===== src/rtl/sprite_line_matcher.sv =====
// rtl/sprite_line_matcher.sv - per-scanline sprite Y matcher feeding a double-buffered active list
module sprite_line_matcher #(
  parameter int NUM_SPRITES  = 512,
  parameter int MAX_PER_LINE = 64,
  parameter int Y_WIDTH      = 11,
  parameter int HEIGHT_WIDTH = 4,
  parameter int TILE_SHIFT   = 4,
  localparam int IW = $clog2(NUM_SPRITES),
  localparam int SW = $clog2(MAX_PER_LINE)
) (
  input  logic                        clk_draw,
  input  logic                        rst_draw,
  input  logic                        enable,
  input  logic                        line,
  input  logic [Y_WIDTH-1:0]          sy_target,
  output logic [IW-1:0]               attr_index,
  input  logic [Y_WIDTH-1:0]          attr_y,
  input  logic [HEIGHT_WIDTH-1:0]     attr_height,
  input  logic                        attr_y_flip,
  output logic                        match_we,
  output logic                        match_bank,
  output logic [SW-1:0]               match_slot,
  output logic [IW-1:0]               match_sprite,
  output logic [Y_WIDTH+HEIGHT_WIDTH-1:0] match_row,
  output logic                        rd_bank,
  output logic [SW:0]                 rd_count,
  output logic                        rd_overflow,
  output logic                        scan_busy
);

  // Extra headroom bit keeps attr_y + span from wrapping at the bottom edge.
  localparam int AW = Y_WIDTH + HEIGHT_WIDTH + TILE_SHIFT + 1;
  localparam int RW = Y_WIDTH + HEIGHT_WIDTH;
  localparam logic [IW-1:0] LAST_IDX = IW'(NUM_SPRITES - 1);
  localparam logic [SW:0]   MAX_CNT  = (SW+1)'(MAX_PER_LINE);

  typedef enum logic [1:0] {IDLE, SCAN, DONE} state_t;

  state_t          state;
  state_t          next_state;
  logic            wr_bank;
  logic            issuing;
  logic            data_valid;
  logic [IW-1:0]   eval_index;
  logic [SW:0]     cur_count;
  logic            cur_ovf;

  logic [AW-1:0]   span;
  logic [AW-1:0]   y_ext;
  logic [AW-1:0]   t_ext;
  logic [AW-1:0]   row_full;
  logic [AW-1:0]   sel_row;
  logic            hit;
  logic            has_room;
  logic            eval_last;
  logic            unused_row_msb;

  assign match_bank = wr_bank;
  assign rd_bank    = ~wr_bank;
  assign scan_busy  = (state == SCAN);

  // Y-range test and flip-corrected row for the sprite whose data is on the bus.
  always_comb begin
    span      = AW'(attr_height) << TILE_SHIFT;
    y_ext     = AW'(attr_y);
    t_ext     = AW'(sy_target);
    row_full  = t_ext - y_ext;
    sel_row   = attr_y_flip ? (span - AW'(1) - row_full) : row_full;
    hit       = enable && data_valid && (state == SCAN) && (attr_height != '0) &&
                (t_ext >= y_ext) && (t_ext < (y_ext + span));
    has_room  = (cur_count < MAX_CNT);
    eval_last = data_valid && (eval_index == LAST_IDX);
  end

  // Rows never exceed the tallest sprite, so the top bits are always zero.
  assign unused_row_msb = ^sel_row[AW-1:RW];

  // State register.
  always_ff @(posedge clk_draw or posedge rst_draw) begin
    if (rst_draw) state <= IDLE;
    else          state <= next_state;
  end

  // Next state: line restarts from anywhere; a scan ends on its last entry or on overflow.
  always_comb begin
    next_state = state;
    if (line) begin
      next_state = SCAN;
    end else begin
      case (state)
        SCAN:    if ((hit && !has_room) || eval_last) next_state = DONE;
        default: next_state = state;
      endcase
    end
  end

  // Address issue, match write-out, and publication of the finished line's result.
  always_ff @(posedge clk_draw or posedge rst_draw) begin
    if (rst_draw) begin
      wr_bank      <= 1'b0;
      issuing      <= 1'b0;
      data_valid   <= 1'b0;
      eval_index   <= '0;
      attr_index   <= '0;
      cur_count    <= '0;
      cur_ovf      <= 1'b0;
      rd_count     <= '0;
      rd_overflow  <= 1'b0;
      match_we     <= 1'b0;
      match_slot   <= '0;
      match_sprite <= '0;
      match_row    <= '0;
    end else if (line) begin
      wr_bank     <= ~wr_bank;
      rd_count    <= cur_count;
      rd_overflow <= cur_ovf;
      cur_count   <= '0;
      cur_ovf     <= 1'b0;
      attr_index  <= '0;
      issuing     <= 1'b1;
      data_valid  <= 1'b0;
      match_we    <= 1'b0;
    end else begin
      match_we <= 1'b0;
      if ((state == SCAN) && (next_state == SCAN)) begin
        data_valid <= issuing;
        eval_index <= attr_index;
        if (issuing) begin
          if (attr_index == LAST_IDX) issuing <= 1'b0;
          else                        attr_index <= attr_index + 1'b1;
        end
      end else begin
        issuing    <= 1'b0;
        data_valid <= 1'b0;
      end
      if (hit) begin
        if (has_room) begin
          match_we     <= 1'b1;
          match_slot   <= cur_count[SW-1:0];
          match_sprite <= eval_index;
          match_row    <= sel_row[RW-1:0];
          cur_count    <= cur_count + 1'b1;
        end else begin
          cur_ovf <= 1'b1;
        end
      end
    end
  end

endmodule


===== config.mk =====
export PLATFORM = sky130hd
export DESIGN_NAME = sprite_line_matcher
export DESIGN_NICKNAME = d
export VERILOG_FILES = /design/src/rtl/sprite_line_matcher.sv
export SDC_FILE = /design/constraint.sdc
export NUM_CORES = 1
export LEC_CHECK = 0
export ABC_AREA = 1
export CAP_MARGIN = 20
export CORE_MARGIN = 8
export CORE_UTILIZATION = 40
export CTS_CLUSTER_DIAMETER = 150
export CTS_CLUSTER_SIZE = 25
export DETAILED_ROUTE_END_ITERATION = 6
export DONT_BUFFER_PORTS = 1
export HOLD_SLACK_MARGIN = 0.02
export SLEW_MARGIN = 20
export SYNTH_ARGS = -nofsm -noshare
export SYNTH_HDL_FRONTEND = slang
export SYNTH_SLANG_ARGS = --single-unit

===== constraint.sdc =====
create_clock -name clk_draw -period 2.66 [get_ports clk_draw]
set_clock_uncertainty 0.15 [all_clocks]
set_input_delay 0.665 -clock clk_draw [delete_from_list [all_inputs] [get_ports clk_draw]]
set_output_delay 0.665 -clock clk_draw [all_outputs]
set_load 0.05 [all_outputs]

Word level (Yosys, flattened, before mapping)

Index checks and enable logic that the tools add are counted.

Register bits: 70
Input bits: 31
Output and inout port bits: 51
Logic and storage cells: 74

$add $sub $neg: 6
Order comparisons: 3
Equality and inequality tests: 6
Multiplexer cells: 23
Bitwise operators: 2
Reduce and logical (&&, ||, !) cells: 20

Operators with widths:

| cell                                                | number |
|---|---|
| two-way mux 9 bit                                   | 4 |
| two-way mux 7 bit                                   | 3 |
| equality test 9 bit, second input constant          | 2 |
| two-way mux 15 bit                                  | 1 |
| subtractor 9 x 12 -> 13 bit                         | 1 |
| adder 11 x 8 -> 12 bit                              | 1 |
| less-than comparator 11 x 12 -> 1 bit               | 1 |
| two-way mux 1 bit                                   | 12 |
| subtractor 11 x 11 -> 12 bit                        | 1 |
| >= comparator 11 bit                                | 1 |
| adder 9 x 1 -> 9 bit, second input constant         | 1 |
| subtractor 8 x 1 -> 9 bit, second input constant    | 1 |
| logical AND 1 bit                                   | 8 |
| nonzero test 2 bit                                  | 4 |
| adder 7 x 1 -> 7 bit, second input constant         | 1 |
| less-than comparator 7 bit, second input constant   | 1 |
| two-way mux 2 bit                                   | 3 |
| AND reduction 2 bit                                 | 3 |
| AND reduction 3 bit                                 | 2 |
| equality test 2 x 1 -> 1 bit, second input constant | 2 |
| != test 2 bit, second input constant                | 2 |
| nonzero test 4 bit                                  | 1 |
| inverter 1 bit                                      | 2 |
| logical NOT 1 bit                                   | 1 |
| logical OR 1 bit                                    | 1 |

Depth between registers and ports, before layout

Gate-level depths: netlist of run 1.

Depth in word-level cells: 14
Gate-level depth with buffers: 24
Gate-level depth less buffers: 24

Worst setup path before layout of run 1

Ideal clock, no wire load.

Kind: input to register
From: input port sy_target[0]
To: register match_row[11]
Library setup time: 66 ps
Arrival time: 3180 ps
Required time: 2444 ps
Slack: -735 ps
Stages: 21
Path buffers: 0
Path through: inv_1 -> ha_1 -> inv_1 -> fa_1 -> nand2_1 -> nand2_1 -> nand2_2 -> inv_1 -> a31oi_1 -> o21bai_1 -> or2_2 -> nand2_1 -> ha_1 -> inv_1 -> nor3_1 -> a211oi_1 -> nand2_1 -> a21oi_1 -> o21ai_0 -> nand3_1 -> o21a_1

Cells in the longest elaborated chain, start to end: 4
Elaborated cells between the ends (all ways): 8
Those cells by class: 2 x add/sub; 2 x order compare; 1 x mux; 3 x reduce/logical

RTL lines:

| what                                                                                | RTL line | RTL |
|---|---|---|
| from (decl)                                                                         | 15       | `input logic [Y_WIDTH-1:0] sy_target,` |
| parallel branches: the longest is 4 deep, another holds subtractor 9 x 12 -> 13 bit | -        |  |
| to (signal assigned)                                                                | 141      | `match_row <= sel_row[RW-1:0];` |
| to (decl)                                                                           | 24       | `output logic [Y_WIDTH+HEIGHT_WIDTH-1:0] match_row,` |

Several ways; the timed one is not identified.
A chain may end at the register's enable or synchronous reset.

Final worst setup path of run 1

From: input port attr_y[4]
To: register match_sprite[1]

Cells in the longest elaborated chain, start to end: 4
Elaborated cells between the ends (all ways): 6
Those cells by class: 1 x add/sub; 2 x order compare; 3 x reduce/logical

RTL lines:

| what                                                                       | RTL line | RTL |
|---|---|---|
| from (decl)                                                                | 17       | `input logic [Y_WIDTH-1:0] attr_y,` |
| adder 11 x 8 -> 12 bit or >= comparator 11 bit (tied branches)             | 70       | `(t_ext >= y_ext) && (t_ext < (y_ext + span));` |
| less-than comparator 11 x 12 -> 1 bit or logical AND 1 bit (tied branches) | 70, 69   |  |
| logical AND 1 bit (*)                                                      | 70       |  |
| AND reduction 3 bit (no line) (*)                                          | -        |  |
| to (signal assigned)                                                       | 140      | `match_sprite <= eval_index;` |
| to (decl)                                                                  | 23       | `output logic [IW-1:0] match_sprite,` |

Mark *: on every way between the ends. The rest lies on a longest branch, timed or not.

==> impl_metrics.toml, run 1 <==
[timing]
fmax_ghz = 0.340
final.setup.worst_slack_ns = -0.281
worstMarginPinSlew_ns = 0.931
setup_viol = 58
drv_slew = 0
period_minus_slack_ns = 2.94
hold_viol = 0
post-route-period-util_pct = 111
slew_headroom_pct = 37.8
rsz0062_at_grt = "yes"

[setup_path]
required_ns = 2.79
cp-end-kind = "flop"
r2r_slack_ns = 0.51
worst-setup-path-type = "primary input to flop"
critical_path_arrival_ns = 3.07
slowest_stage = "fa_2"
cp_cell_sequence = "ha_4 > fa_2 > nand3_2 > nand2_1 > nand2_1 > nor2_1 > xor2_1 > ha_1 > nand4_1 > nand2_2 > nor2_4 > nand3_2 > nor2_4 > nand2_4 > inv_8 > buf_12 > clkbuf_16 > nand2_1 > nand2_1"
critPathLaunchType = "primary input"
cpPeakStageDelay_ns = 0.36
r2r_cells = 8
path_common_cell = "nand2_1"
r2r-end = "attr_index[0]$_DFFE_PP0P_"
r2r_start = "attr_index[7]$_DFFE_PP0P_"
path_max_fanout = 5

[clock_network]
cts_made_buffers = 9
clockBufferDepth = 2
root_buffer = "clkbuf_8"
path_clk_slew_ns = 0.07
cts.sinks = 68
clk_latency_ns = 0.34
cts_max_level = 3
cts_tree = "built"

[final_layout]
antenna_cells = 0
layout-drive-gt1-share_pct = 37.9
nets = 690
areaGrowthSynthToFinish_pct = 40.1
finalNonFillerCells = 762

[synthesis]
netlist_area_sq_um = 4270
synth_top_area_share_pct = 39.8
netlist_top_cells_area = "dfrtp_1, nand2_1, ha_1, inv_1, nand3_1"
avgSynthCellArea_sq_um = 7.94
ys_types = 41
seq_area_frac_synth_pct = 39.8
syn_nets = 607
synth-edff-count = 0
synthMostInstantiatedCell = "nand2_1"
synth_ff_type = "dfrtp_1"
syn_inst = 538
synthArstFlopShare_pct = 100
ys_seq_elements = 68
yosysWarnings = 0
yosysTopAreaCell = "dfrtp_1"
synth_common_cells = "nand2_1, dfrtp_1, inv_1"

[routing]
met3_wirelength_um = 742
drt-total-wl_mm = 11.4
detail-route-antenna-nets = 0
drc_errors = 0
vias_per_cell = 4.99
drtIter0Drc = 147
wl_per_cell_um = 15.0
met1_length_mm = 4.91
dr.pass1.iters = 4
vias = 3800
wl_met2_mm = 5.59
top_layer = "met4"

[placement]
dp_hpwl_mm = 8.26
gp_congestion = 0.868
io_buffers = 0
dp_slack_ns = -0.768
placed_cells = 720

[die]
ios = 82
die_area_sq_um = 14200
initial_core_util_pct = 41.2
num_rows = 37
die_w_um = 119
dieHeight_um = 119
core_area_sq_um = 10400

[pwr]
peakVddDrop_uv = 515
fin_total_pwr_mw = 3.80
p_leak_nw = 2.97
cellPowerDensity_nw_per_um2 = 636

[global_route]
grt_pass1_wl_mm = 18.9
grt_antenna_before_repair = 0
grt_usage_pct = 15.9
grt_max_degree = 36
first_global_vias = 3951
grt_overflow = 0

[job]
maxCapViolCount = 0

[outcome]
violations = "setup timing"
status = "finished with violations"

[hold_path]
min_path_type = "primary input to async pin"
## report_power, final
| part | internal (mW) | total, mW | switching, mW |
|---|---|---|---|
| registers | 1.15 | 1.67 | 0.519 |
| clock network | 0.654 | 1.05 | 0.394 |
| logic | 0.481 | 1.08 | 0.601 |
## layout make-up
| class | instances | area (sq um) |
|---|---|---|
| clock inverter | 5 | 108 |
| tap | 136 | 170 |
| sequential | 68 | 1700 |
| fill | 959 | 4390 |
| inverter | 62 | 274 |
| timing repair buffer | 88 | 810 |
| multi-input combinational | 392 | 2780 |
| clock buffer | 11 | 141 |
## layer usage
layer  GRT usage (%)  vias to the layer above
li1                -                     1915
met1            18.4                     1804
met2            27.5                       69
met3            5.81                       12
met4            3.98                        0
met5               0                        -
## cells by family (layout without fill, tap and decap cells)
group / Yosys count / count (layout) / synth area share [%]
XOR/XNOR: 25 / 25 / 5.13
flip-flops: 68 / 68 / 39.8
AO/OA/AOI/OAI: 72 / 72 / 9.87
AND/OR/NAND/NOR: 257 / 257 / 26.2
buffers and inverters: 78 / 166 / 7.47
adder cells (fa/ha/maj): 38 / 38 / 11.5
## what timing repair did
item                       4_1_cts  5_1_grt
hold buffers                     0        0
gates cloned                     1        2
buffers inserted                18        9
setup endpoints to repair       57       59
pin swaps                       54       27
gates resized for setup         66       65
## worst max path at each step
stage                                   to  cells past startpoint          from  slack [ns]
2_1_floorplan    match_row[13]$_DFFE_PP0P_                     21  sy_target[0]       -0.63
4_1_cts          match_row[11]$_DFFE_PP0P_                     21  sy_target[0]       -0.22
6_report       match_sprite[1]$_DFFE_PP0P_                     19     attr_y[4]       -0.28
3_5_place_dp     match_row[11]$_DFFE_PP0P_                     21  sy_target[0]       -0.77
3_3_place_gp     match_row[13]$_DFFE_PP0P_                     21  sy_target[0]       -0.72
5_1_grt          match_row[10]$_DFFE_PP0P_                     24  sy_target[0]       -0.49
## flip-flops by register name, summed over array words and instances, names as in the netlist, 2 cells and up
signal	count
state	2
match_slot	6
rd_count	7
cur_count	7
match_row	13
match_sprite	9
attr_index	9
eval_index	9
## placed cells by master (no fill, tap or decap), drive strengths merged
cell type / count
ha: 36
nor3b: 2
or3: 1
o2111ai: 1
nor3: 4
clkbuf: 13
a31oi: 1
o22ai: 1
a21boi: 1
or2: 5
buf: 86
xnor2: 7
inv: 62
o21a: 4
dfrtp: 68
nand2: 166
a21oi: 19
o21ai: 39
a22o: 1
xor2: 18
nor4: 1
a211oi: 1
fa: 2
nand3: 37
a21o: 2
clkinv: 2
nor2: 29
nand4: 12
o21bai: 2
bufinv: 3
## through the flow
step / utilization [%] / setup TNS (ns) / hold WS (ns) / cell area, sq um
final: 57.7 / -12.35 / 0.193 / 5980
after global routing: 57.7 / -21.53 / 0.203 / 5980
after CTS: 54.3 / -9.14 / 0.194 / 5630
after detailed placement: 48.1 / -36.95 / 0.343 / 4980
after global placement: 48.1 / -34.58 / 0.332 / 4980
after floorplan: - / -20.47 / 0.310 / 4460
## worst max-delay path: cells and delay by family
| family | cells | cell delay, ns |
|---|---|---|
| buffers and inverters | 3 | 0.39 |
| XOR/XNOR | 1 | 0.14 |
| adder cells (fa/ha/maj) | 3 | 0.83 |
| AND/OR/NAND/NOR | 12 | 1.03 |
(Power assumes the default switching activity.)
==> inputs of run 2 (changes only) <==
CORE_MARGIN = default   (was 8)
RECOVER_POWER = 25   (was default)
==> run 2 against run 1 <==
  * The run ends with capacitance limit, slew limit, setup timing left
  * Total power is 0.73% higher
  * Final cell count is 0.92% higher
  * Global-route usage is 5.1 points higher
  * Via count is 2.1% higher
  * Setup slack worse by 0.10 ns
  * Routed wire length is 0.28% lower
  * Combinational power is 9% higher
  * Sequential share of layout area is 0.44 points lower
  * Fmax is 3.4% lower
  * Largest cell class unchanged
==> impl_metrics.toml, run 2 (synthesized netlist as in run 1, its figures left out) <==
[outcome]
violations = "capacitance limit, slew limit, setup timing"
status = "finished with violations"

[timing]
post-route-period-util_pct = 115
hold_viol = 0
worstMarginPinSlew_ns = 1.66
setup_viol = 58
final.setup.worst_slack_ns = -0.386
rsz0062_at_grt = "yes"
period_minus_slack_ns = 3.05
fmax_ghz = 0.328
slew_headroom_pct = -10.8
drv_slew = 69

[placement]
io_buffers = 0
place_area_sq_um = 5010
dp_hpwl_mm = 7.81
gp_congestion = 0.832

[routing]
dr.pass1.iters = 4
vias = 3880
detail-route-antenna-nets = 0
drc_errors = 0
drt-total-wl_mm = 11.4
vias_per_cell = 5.05
drtIter0Drc = 129
wl_per_cell_um = 14.8

[global_route]
grt_max_degree = 69
first_global_vias = 4003
grt_usage_pct = 21.1
grt_overflow = 0
grt_antenna_before_repair = 0
grt_pass1_wl_mm = 18.7

[setup_path]
cp-end-kind = "flop"
required_ns = 2.76
critPathLaunchType = "primary input"
critical_path_arrival_ns = 3.14
worst-setup-path-type = "primary input to flop"
path_max_fanout = 8

[final_layout]
fill_cells = 904
layout-drive-gt1-share_pct = 41.5
nets = 697
largest_register_ffs = 13
largest_register = "match_row"
regArea_sq_um = 1700
multi_input_area_sq_um = 2870
most-common-layout-cells = "nand2_1, buf_4, dfrtp_1"
layout_commonest_cell = "nand2_1"
areaGrowthSynthToFinish_pct = 42.3
finish.instance_area_sq_um = 6080
antenna_cells = 0

[pwr]
p_leak_nw = 3.07
fin_total_pwr_mw = 3.83
peakVddDrop_uv = 599
cellPowerDensity_nw_per_um2 = 630

[clock_network]
clockBufferDepth = 2
cts_max_level = 3
clk_latency_ns = 0.36
ctsHoldBuffers = 0
cts.sinks = 68
cts_tree = "built"
cts_made_buffers = 9
root_buffer = "clkbuf_8"
path_clk_slew_ns = 0.07

[die]
initial_core_util_pct = 41.4
num_rows = 37
die_w_um = 105
core_area_sq_um = 10300
ios = 82
die_area_sq_um = 11100
dieHeight_um = 105

[job]
maxCapViolCount = 1

[hold_path]
min_path_type = "primary input to flop"
## run 2: report_power, final
group / switching, mW / leakage [nW] / internal [mW]
registers: 0.536 / 0.909 / 1.15
clock network: 0.430 / 0.102 / 0.532
logic: 0.632 / 2.06 / 0.548
## run 2: path summary, 6_finish.rpt
check                           slack [ns]  cells past startpoint                   endpoint                       from
worst max-delay path                 -0.39                     18  match_row[11]$_DFFE_PP0P_                  attr_y[4]
worst max register to register        0.46                     10  attr_index[0]$_DFFE_PP0P_  attr_index[4]$_DFFE_PP0P_
worst min register to register        0.36                      1  match_row[13]$_DFFE_PP0P_  match_row[13]$_DFFE_PP0P_
min in group asynchronous             0.64                      2  attr_index[3]$_DFFE_PP0P_                   rst_draw
max in group asynchronous             0.75                      2  match_row[11]$_DFFE_PP0P_                   rst_draw
worst min-delay path                  0.21                      1        cur_ovf$_DFFE_PP0P_                       line
## run 2: worst max-delay path: stages
cell and delay, ns:
ha_4 0.14, fa_2 0.38, nand3_2 0.09, nand2_2 0.06
nand2_2 0.08, nor2_2 0.04, xor2_1 0.14, ha_1 0.34
nand4_1 0.13, nand2_2 0.09, nor2_4 0.12, nand3_2 0.10
nor2_4 0.18, nand2_8 0.13, inv_8 0.14, buf_12 0.13
nand3_1 0.08, o21a_1 0.11
## run 2: repair_timing
action | 4_1_cts | 5_1_grt
buffers inserted | 20 | 12
cloned | 3 | 3
pin swaps | 36 | 51
setup endpoints to repair | 58 | 59
gates resized for setup | 66 | 101
## run 2: routing by layer
layer / part of all wire (%) / GRT usage [%]
met5: 0 / 0
met1: 44 / 26.5
met3: 5.1 / 6.68
met4: 1.7 / 7.04
met2: 50 / 34.1
## run 2: through the flow
| stage | cells | hold slack (ns) | setup slack (ns) | util (%) | TNS (ns) |
|---|---|---|---|---|---|
| final | 769 | 0.212 | -0.386 | 58.9 | -15.54 |
| after global routing | 769 | 0.191 | -0.510 | 58.9 | -22.06 |
| after CTS | 762 | 0.130 | -0.263 | 54.8 | -10.67 |
| after detailed placement | 723 | 0.342 | -0.795 | 48.5 | -36.54 |
| after global placement | 723 | 0.330 | -0.721 | 48.5 | -33.96 |
| after floorplan | 538 | 0.310 | -0.632 | - | -20.47 |
## run 2: area by class of cell
cell class,instances,share of cell area [%]
well taps,136,2.80
multi-input cells,393,47.2
repair buffers,94,13.8
flip-flops and latches,68,28.0
clock buffers,9,2.04
inverters,62,4.47
clock inverters,7,1.65
==> inputs of run 3 (changes only) <==
--- a/config.mk
+++ b/config.mk
@@ -7,3 +7,4 @@
 export LEC_CHECK = 0
-export ABC_AREA = 1
+export ABC_AREA = 0
+export ABC_CLOCK_PERIOD_IN_PS = 2660
 export CAP_MARGIN = 20
==> constraint.sdc (replaced) <==
create_clock -name clk_draw -period 2.66 [get_ports clk_draw]
set_clock_uncertainty 0.15 [all_clocks]
set_input_delay 0.266 -clock clk_draw [delete_from_list [all_inputs] [get_ports clk_draw]]
set_output_delay 0.266 -clock clk_draw [all_outputs]
set_load 0.05 [all_outputs]
==> run 3 against run 2 <==
  * The flow still finishes with violations (capacitance limit, slew limit, setup timing)
  * Worst hold slack got worse by 0.17 ns
  * Total power decreased by 5.1%
  * Setup slack got worse by 0.043 ns
  * Fmax decreased by 1.4%
  * Synthesized cell count decreased by 19%
  * Synthesized area increased by 2.7%
  * Critical endpoint is now match_row[13]$_DFFE_PP0P_
==> impl_metrics.toml, run 3 <==
[final_layout]
largest_register = "match_row"
areaGrowthSynthToFinish_pct = 38.1
finish.instance_area_sq_um = 6060
layout-drive-gt1-share_pct = 40.1
fill_cells = 913
nets = 612
multi_input_area_sq_um = 2940
regArea_sq_um = 1700
largest_register_ffs = 13
antenna_cells = 0
most-common-layout-cells = "buf_4, dfrtp_1, nor2_1, ha_1, mux2_4"
layout_commonest_cell = "buf_4"

[routing]
vias_per_cell = 5.44
drt-total-wl_mm = 11.6
wl_per_cell_um = 16.9
dr.pass1.iters = 4
drtIter0Drc = 146
vias = 3721
detail-route-antenna-nets = 0
drc_errors = 0

[pwr]
cellPowerDensity_nw_per_um2 = 600
peakVddDrop_uv = 621
p_leak_nw = 2.89

[clock_network]
clockBufferDepth = 2
clk_latency_ns = 0.35
cts_made_buffers = 9
cts_max_level = 3
path_clk_slew_ns = 0.08
cts.sinks = 68
root_buffer = "clkbuf_8"
cts_tree = "built"

[timing]
hold_viol = 0
post-route-period-util_pct = 116
rsz0062_at_grt = "yes"
worstMarginPinSlew_ns = 1.70
period_minus_slack_ns = 3.09
final.setup.worst_slack_ns = -0.429
fmax_ghz = 0.324
drv_slew = 33
slew_headroom_pct = -13.7
setup_viol = 58

[setup_path]
critical_path_arrival_ns = 3.19
cp_cell_sequence = "inv_12 > ha_4 > inv_2 > fa_2 > a211oi_4 > o21ai_4 > a22o_1 > ha_2 > or3_1 > o22a_1 > a311oi_2 > nor2b_1 > o311a_1 > o31ai_1"
worst-setup-path-type = "primary input to flop"
r2r_slack_ns = 0.03
critPathLaunchType = "primary input"
path_max_fanout = 4
cp-end-kind = "flop"
required_ns = 2.76
slowest_stage = "a211oi_4"
cpPeakStageDelay_ns = 0.40

[job]
maxCapViolCount = 1

[synthesis]
ys_seq_elements = 68
yosysTopAreaCell = "dfrtp_1"
avgSynthCellArea_sq_um = 10.0
netlist_top_cells_area = "dfrtp_1, ha_1, mux2_2, xnor2_1, nor2_1"
syn_inst = 438
yosysWarnings = 0
ys_types = 56
syn_nets = 507
seq_area_frac_synth_pct = 38.8
synth_common_cells = "dfrtp_1, ha_1, mux2_2"
synth_top_area_share_pct = 38.8
synthMostInstantiatedCell = "dfrtp_1"
synthArstFlopShare_pct = 100
netlist_area_sq_um = 4390
synth-edff-count = 0
synth_ff_type = "dfrtp_1"

[global_route]
grt_usage_pct = 21.3
grt_antenna_before_repair = 0
first_global_vias = 3804
grt_pass1_wl_mm = 19.1
grt_overflow = 0
grt_max_degree = 43

[outcome]
violations = "capacitance limit, slew limit, setup timing"
status = "finished with violations"

[hold_path]
min_path_type = "primary input to flop"

[die]
die_area_sq_um = 11400
initial_core_util_pct = 41.9
dieHeight_um = 107
ios = 82
num_rows = 37
core_area_sq_um = 10500
die_w_um = 107

[placement]
gp_congestion = 0.827
dp_slack_ns = -0.872
place_area_sq_um = 5340
io_buffers = 0
dp_hpwl_mm = 8.25
## run 3: layer usage
| layer | part of all wire [%] | vias to the layer above | global-route usage (%) |
|---|---|---|---|
| li1 | - | 1810 | - |
| met1 | 45 | 1814 | 28.0 |
| met2 | 48 | 84 | 34.8 |
| met3 | 5.7 | 13 | 5.11 |
| met4 | 1.1 | 0 | 6.16 |
| met5 | 0 | - | 0 |
## run 3: critical path: cells and delay by family
family	cells	cell delay, ns
AO/OA/AOI/OAI	7	1.82
adder cells (fa/ha/maj)	3	0.66
AND/OR/NAND/NOR	2	0.38
buffers and inverters	2	0.06
## run 3: logic make-up after synthesis
family,count (synthesis),synth area share (%)
buffers and inverters,42,3.82
DFF,68,38.8
and+or+nand+nor,125,15.4
xor gates and xnor gates,23,4.59
muxes,41,10.4
AOI/OAI and AO/OA,101,15.8
adders and majority gates,38,11.2
## run 3: power by group
group	leakage, nW	switching (mW)	internal (mW)	total, mW
logic	1.90	0.597	0.568	1.17
registers	0.904	0.518	1.16	1.67
clock network	0.0820	0.431	0.366	0.796
## run 3: final timing paths
kind / from / endpoint / cells after the start
worst max-delay path: sy_target[0] / match_row[13]$_DFFE_PP0P_ / 14
worst min-delay path: attr_y_flip / match_row[7]$_DFFE_PP0P_ / 3
worst max register to register: attr_index[5]$_DFFE_PP0P_ / attr_index[7]$_DFFE_PP0P_ / 8
worst min register to register: issuing$_DFF_PP0_ / data_valid$_DFF_PP0_ / 1
max in group asynchronous: rst_draw / match_slot[3]$_DFFE_PP0P_ / 3
min in group asynchronous: rst_draw / match_sprite[7]$_DFFE_PP0P_ / 2
## run 3: cell type report
cell class / count / share of cell area [%]
well taps: 136 / 2.81
repair buffers: 106 / 15.5
clock buffers: 11 / 2.33
clock inverters: 5 / 0.599
multi-input cells: 328 / 48.6
inverters: 30 / 2.13
flip-flops and latches: 68 / 28.1
## run 3: timing repair
item / CTS / global route
pin swaps: 29 / 28
setup buffers: 19 / 4
hold endpoints to repair: 61 / 0
endpoints found under the setup margin: 51 / 59
hold buffers: 4 / 0
gates cloned: 1 / 0
resized for setup: 45 / 38
## run 3: through the flow
step | total power [mW] | hold slack, ns | util, % | instances | TNS, ns
after CTS | 3.62 | 0.0254 | 56.7 | 682 | -11.19
after detailed placement | 2.72 | 0.0925 | 51.1 | 642 | -30.14
after floorplan | 2.41 | 0.294 | - | 438 | -21.39
after global routing | 3.83 | 0.0335 | 57.9 | 684 | -21.67
final | 3.64 | 0.0403 | 57.9 | 684 | -16.59
after global placement | 2.69 | 0.0867 | 51.1 | 642 | -28.53
